==> src/rtl/watch_pkg.sv <==
// Shared types and helpers for the watch board front-end and prescalers.
//
// Contents:
//   key_state_t  - state encoding for key_debounce_fsm
//   ms_to_cycles - converts a millisecond interval to clock cycles
package watch_pkg;

  typedef enum logic [2:0] {
    IDLE,
    DEB_PRESS,
    HELD,
    LONG,
    DEB_REL
  } key_state_t;

  // Divide first so large clock rates do not overflow 32 bits.
  function automatic int unsigned ms_to_cycles(input int unsigned clk_hz,
                                               input int unsigned ms);
    return (clk_hz / 1000) * ms;
  endfunction

endpackage

==> src/rtl/key_sync.sv <==
// N-flop synchronizer for a single asynchronous bit.
//
// Ports:
//   clk     - destination clock
//   rst     - synchronous active-high reset
//   rst_val - value loaded into every flop while rst is high
//   d       - asynchronous input
//   q       - synchronized output (N clk cycles of latency)
module key_sync #(
  parameter int unsigned N = 2
) (
  input  logic clk,
  input  logic rst,
  input  logic rst_val,
  input  logic d,
  output logic q
);

  if (N < 2) begin : g_bad_depth
    $error("key_sync: N must be at least 2");
  end

  logic [N-1:0] sync_q;

  always_ff @(posedge clk) begin
    if (rst) begin
      sync_q <= {N{rst_val}};
    end else begin
      sync_q <= {sync_q[N-2:0], d};
    end
  end

  assign q = sync_q[N-1];

endmodule

==> src/rtl/key_debounce_fsm.sv <==
// Push-button conditioner: synchronizes the active-low raw key, debounces
// both edges and classifies each press into one-cycle event pulses.
//
// Parameters:
//   CLK_HZ      - clock frequency in Hz
//   DEBOUNCE_MS - stable time required before an edge is accepted
//   LONG_MS     - hold time from press acceptance to key_long
//   REPEAT_MS   - auto-repeat period after key_long (0 disables repeat)
//
// Ports:
//   clk        - system clock
//   rst        - synchronous active-high reset
//   key_n      - raw button, active-low, asynchronous
//   key_level  - debounced level, 1 = pressed
//   key_first  - pulse when a press is accepted
//   key_short  - pulse when a press is released before key_long
//   key_long   - pulse once per press after the long hold time
//   key_repeat - pulse every repeat period after key_long while held
module key_debounce_fsm
  import watch_pkg::*;
#(
  parameter int unsigned CLK_HZ      = 50_000_000,
  parameter int unsigned DEBOUNCE_MS = 10,
  parameter int unsigned LONG_MS     = 1000,
  parameter int unsigned REPEAT_MS   = 200
) (
  input  logic clk,
  input  logic rst,
  input  logic key_n,
  output logic key_level,
  output logic key_first,
  output logic key_short,
  output logic key_long,
  output logic key_repeat
);

  localparam int unsigned DEB_CYC  = ms_to_cycles(CLK_HZ, DEBOUNCE_MS);
  localparam int unsigned LONG_CYC = ms_to_cycles(CLK_HZ, LONG_MS);
  localparam int unsigned REP_CYC  = ms_to_cycles(CLK_HZ, REPEAT_MS);
  localparam int unsigned MAX_CYC  = (LONG_CYC > REP_CYC) ? LONG_CYC : REP_CYC;
  localparam int unsigned CNT_W    = (MAX_CYC > 2) ? $clog2(MAX_CYC) : 1;
  localparam bit          REP_EN   = (REP_CYC > 0);

  localparam logic [CNT_W-1:0] DEB_LAST  = CNT_W'(DEB_CYC - 1);
  localparam logic [CNT_W-1:0] LONG_LAST = CNT_W'(LONG_CYC - 1);
  localparam logic [CNT_W-1:0] REP_LAST  = CNT_W'(REP_EN ? REP_CYC - 1 : 0);

  if (DEB_CYC < 2 || LONG_CYC <= DEB_CYC) begin : g_bad_params
    $error("key_debounce_fsm: need DEB_CYC >= 2 and LONG_CYC > DEB_CYC");
  end

  // ---------------------------------------------------------------------
  // Input synchronizer; inversion happens ahead of the first flop so the
  // whole chain carries the active-high pressed level.
  // ---------------------------------------------------------------------
  logic sync_press;

  key_sync #(
    .N(2)
  ) u_key_sync (
    .clk     (clk),
    .rst     (rst),
    .rst_val (1'b0),
    .d       (~key_n),
    .q       (sync_press)
  );

  // ---------------------------------------------------------------------
  // State, shared counter and registered outputs
  // ---------------------------------------------------------------------
  key_state_t       state_q, state_d;
  logic [CNT_W-1:0] cnt_q, cnt_d;
  logic             long_seen_q, long_seen_d;
  logic             level_q, level_d;
  logic             first_q, first_d;
  logic             short_q, short_d;
  logic             long_q, long_d;
  logic             rep_q, rep_d;

  logic             cnt_run;
  logic             cnt_wrap;

  always_ff @(posedge clk) begin
    if (rst) begin
      state_q     <= IDLE;
      cnt_q       <= '0;
      long_seen_q <= 1'b0;
      level_q     <= 1'b0;
      first_q     <= 1'b0;
      short_q     <= 1'b0;
      long_q      <= 1'b0;
      rep_q       <= 1'b0;
    end else begin
      state_q     <= state_d;
      cnt_q       <= cnt_d;
      long_seen_q <= long_seen_d;
      level_q     <= level_d;
      first_q     <= first_d;
      short_q     <= short_d;
      long_q      <= long_d;
      rep_q       <= rep_d;
    end
  end

  // A falling sync_press always wins over a counter match in the same
  // cycle, so a release is never turned into a late long/repeat event.
  always_comb begin
    state_d     = state_q;
    long_seen_d = long_seen_q;
    first_d     = 1'b0;
    short_d     = 1'b0;
    long_d      = 1'b0;
    rep_d       = 1'b0;
    cnt_run     = 1'b1;
    cnt_wrap    = 1'b0;

    unique case (state_q)
      IDLE: begin
        cnt_run = 1'b0;
        if (sync_press) begin
          state_d = DEB_PRESS;
        end
      end

      DEB_PRESS: begin
        if (!sync_press) begin
          state_d = IDLE;
        end else if (cnt_q == DEB_LAST) begin
          state_d = HELD;
          first_d = 1'b1;
        end
      end

      HELD: begin
        if (!sync_press) begin
          state_d     = DEB_REL;
          long_seen_d = 1'b0;
        end else if (cnt_q == LONG_LAST) begin
          state_d = LONG;
          long_d  = 1'b1;
        end
      end

      LONG: begin
        if (!sync_press) begin
          state_d     = DEB_REL;
          long_seen_d = 1'b1;
        end else if (REP_EN) begin
          if (cnt_q == REP_LAST) begin
            rep_d    = 1'b1;
            cnt_wrap = 1'b1;
          end
        end else begin
          cnt_run = 1'b0;
        end
      end

      DEB_REL: begin
        // Re-press returns to the hold phase with its timing restarted.
        if (sync_press) begin
          state_d = long_seen_q ? LONG : HELD;
        end else if (cnt_q == DEB_LAST) begin
          state_d = IDLE;
          short_d = !long_seen_q;
        end
      end

      default: begin
        state_d = IDLE;
      end
    endcase

    level_d = (state_d == HELD) || (state_d == LONG) || (state_d == DEB_REL);

    if ((state_d != state_q) || cnt_wrap || !cnt_run) begin
      cnt_d = '0;
    end else begin
      cnt_d = cnt_q + CNT_W'(1);
    end
  end

  assign key_level  = level_q;
  assign key_first  = first_q;
  assign key_short  = short_q;
  assign key_long   = long_q;
  assign key_repeat = rep_q;

endmodule

==> config.mk <==
export PLATFORM = sky130hd
export DESIGN_NAME = key_debounce_fsm
export DESIGN_NICKNAME = d
export VERILOG_FILES = /design/src/rtl/watch_pkg.sv /design/src/rtl/key_sync.sv /design/src/rtl/key_debounce_fsm.sv
export SDC_FILE = /design/constraint.sdc
export NUM_CORES = 1
export LEC_CHECK = 0
export ABC_AREA = 1
export CAP_MARGIN = 20
export CORE_MARGIN = 10
export CORE_UTILIZATION = 55
export CTS_CLUSTER_DIAMETER = 60
export DETAILED_ROUTE_END_ITERATION = 10
export PLACE_DENSITY_LB_ADDON = 0.12
export RECOVER_POWER = 25
export SKIP_CTS_REPAIR_TIMING = 1
export SLEW_MARGIN = 20
export SYNTH_ARGS = -nofsm -noshare
export SYNTH_HDL_FRONTEND = slang
export SYNTH_HIERARCHICAL = 1
export SYNTH_SLANG_ARGS = --single-unit
==> constraint.sdc <==
create_clock -name clk -period 3.9 [get_ports clk]
set_clock_uncertainty 0.05 [all_clocks]
set_input_delay 0.78 -clock clk [delete_from_list [all_inputs] [get_ports clk]]
set_output_delay 0.78 -clock clk [all_outputs]
set_load 0.02 [all_outputs]
==> summary.md <==
| Metric | Value |
|---|---|
| Outcome | finished, final reports clean |
| CP max FO | 26 |
| Hold wc startpoint | u_key_sync/sync_q[0] |
| Routability Congestion | 0.958 |
| Distinct cells, synth | 32 |
| Number of buffers added on ports | 7 |
| Combinational power share | 0.044 |
| Synth Area in Adders | 0.00561 |
| Hold Crit Class | flip-flop to flip-flop |
| Clk sink count | 37 |
| Fraction of registers with async set/reset | 0 |
| Die W | 83.7 um |
| Top_reg_cell synth | dfxtp_1 |
| Register area | 741 um^2 |
| Synth top area share | 0.332 |
| Count of flip-flops with a built-in enable after synthesis | 0 |
| Final period utilization | 0.667 |
| Non-Filler Instances | 366 |
| Type of origin of the critical path | flip-flop |
| CTS clk-pin slew, worst paths | 70 ps |
| DP HPWL | 3650 um |
| Fmax | 384 MHz |
| Switching power total | 0.158 mW |
| P per Cell Area | 288 nW/um^2 |
| Clock power frac | 0.396 |
| Fraction of layout cells with a size suffix above 1 | 0.152 |
| N_diodes | 0 |
| Vias in the first global route | 1763 |
| CTS tree | done |
| Switching share of power | 0.229 |
| Row Count | 23 |
| Final WS setup | 1300 ps |
| # DRC | 0 |
| WHS | 383 ps |
| CP endpoint kind | flip-flop |
| Total wire length | 4540 um |
| Critical path arrival | 2760 ps |
| Ranking of synthesized cells by area | dfxtp_1, nor2_4, nand2_1 |
| Ys Warns | 6 |
| Placed Area | 2320 um^2 |
| Slew @ Worst Pin | 711 ps |
| Mux cell area share after synthesis | 0 |
| Die Y | 83.7 um |
| Largest family of logic cells by synthesized area | simple AND/OR/NAND/NOR gates |
| Seq/Total Area, Yosys | 0.332 |
| Yosys top cell by area | dfxtp_1 |
| Xor and xnor area share after synthesis | 0.0747 |
| Initial antenna violation count | 0 |
| Post-route setup TNS | 0 ps |
| Max cap viols | 0 |
| Num CTS Buffers | 5 |
| WL/cell | 12.4 um |
| Crit path launch | cnt_q[0] |
| Min-Delay Endpoint | u_key_sync/sync_q[1] |
| Most common cell in the netlist | nand2_1 |
| Syn Area/Cell | 7.33 um^2 |
| Core Region | 3970 um^2 |
| Tot GR Track Use | 0.137 |
| Syn_nets | 308 |
| Post-placement cell count | 359 |
| Syn Inst Count | 304 |
| Total iterations of the first detailed-routing run | 4 |
| Crit path kind | flip-flop to flip-flop |
| Synth Area in Simple Gates | 0.447 |
| Area of the multi-input gates | 1230 um^2 |
| GRT overflow | 0 |
| Max Root-Sink Buffers | 2 |
| Max VDD drop | 0.000187 V |
| Pleak | 0.819 nW |
| CP required | 4050 ps |
| Reg2reg end | cnt_q[4] |
| Seq pwr share | 0.560 |
| Die area | 7000 um^2 |
| Final Util | 0.601 |
| First-pass GRT wire length | 8090 um |
| Largest net degree at the start of global routing | 27 |
| Initial Utilization | 0.561 |
| Area Growth Syn to Fin | 7.19% |
| Int Pwr | 0.530 mW |
| Layout fillers | 391 |
| Worst r2r src | cnt_q[0] |
| CTS H-tree depth | 2 |
| Complex-gate fraction of the synthesized area | 0.0320 |
| Clock Latency Late Sink | 290 ps |
| Vias per inst | 4.97 |
| Root buffer cell | clkbuf_8 |
| Place WS | 1060 ps |
| R2R Setup Slk | 1300 ps |
| Post-DRT Antenna Nets | 0 |
| Total power | 0.688 mW |
| Slew margin rel. | 0.526 |
| Detailed Route Iter0 Violations | 131 |
| RSZ-0062 raised after global routing | no |
| Fin nets | 320 |
| #FFs+latches synth | 37 |
| Fin area | 2390 um^2 |
| Final min period | 2600 ps |
| Hold path depth | 2 |
| Top post-synthesis cells by count | nand2_1, inv_1, nor2_1 |
| IO Count | 8 |
| Area of the mapped netlist | 2230 um^2 |
| Via count | 1820 |
| Worst R2R Path Depth | 7 |
| Hold Vio Cnt, Final | 0 |
| Finish-stage setup viols | 0 |
| Slew Viols, Final | 0 |
[cell families after synthesis]
logic type / Yosys count
compound gates: 11
xor+xnor: 19
fa+ha+maj: 1
buf+inv: 54
flops: 37
other cells: 1
simple gates: 181
[critical path, stage by stage (launching register included)]
cell and delay (ps):
dfxtp_1 440, ha_1 270, nand3_1 200, nor3_1 330, nand4_1 270, nand4_2 160, nand3_4 490, nor2_1 280
[area by class of cell]
cell class              count  area share
inverters                  52      0.0828
well taps                  50      0.0262
clock buffers               7      0.0361
flip-flops and latches     37       0.310
multi-input cells         213       0.515
repair buffers              7      0.0293
[power groups by stage]
stage / clock, mW / combinational [mW] / sequential (mW)
finish: 0.272 / 0.0305 / 0.385
global placement: 0 / 0.0303 / 0.394
CTS: 0.280 / 0.0311 / 0.385
detailed placement: 0 / 0.0310 / 0.394
global route: 0.299 / 0.0341 / 0.385
floorplan: 0 / 0.0289 / 0.393
[layer usage]
layer | track usage | wire length [um] | part of all wire | vias to the layer above
li1 | - | - | - | 966
met1 | 0.165 | 2140 | 0.47 | 828
met2 | 0.228 | 2210 | 0.49 | 20
met3 | 0.0361 | 126 | 0.028 | 6
met4 | 0.0472 | 61 | 0.013 | 0
met5 | 0 | 0 | 0 | -
[worst max path at each step]
stage / endpoint / slack [ps] / cells past startpoint
final: cnt_q[4] / 1300 / 7
after global routing: cnt_q[4] / 1000 / 7
after CTS: cnt_q[4] / 1370 / 6
after detailed placement: cnt_q[4] / 1060 / 6
after global placement: cnt_q[25] / 1220 / 6
after floorplan: cnt_q[15] / 2110 / 9
[cells in the final DEF, fill, tap and decap left out, types with 10 or more instances in the layout]
master   Yosys  layout
nand2_1     58      59
inv_1       45      45
nor2_1      39      41
dfxtp_1     37      37
nor2_4      20      20
nor3_1      17      18
nand3_1     17      17
xor2_1      13      13
nand4_1      9      10
[state kept, by name, indices dropped and copies added (netlist names)]
register and cells:
cnt_q 26, state_q 3, u_key_sync/sync_q 2, key_first 1
key_level 1, key_long 1, key_repeat 1, key_short 1
long_seen_q 1
Power figures use the tool's default switching activity.
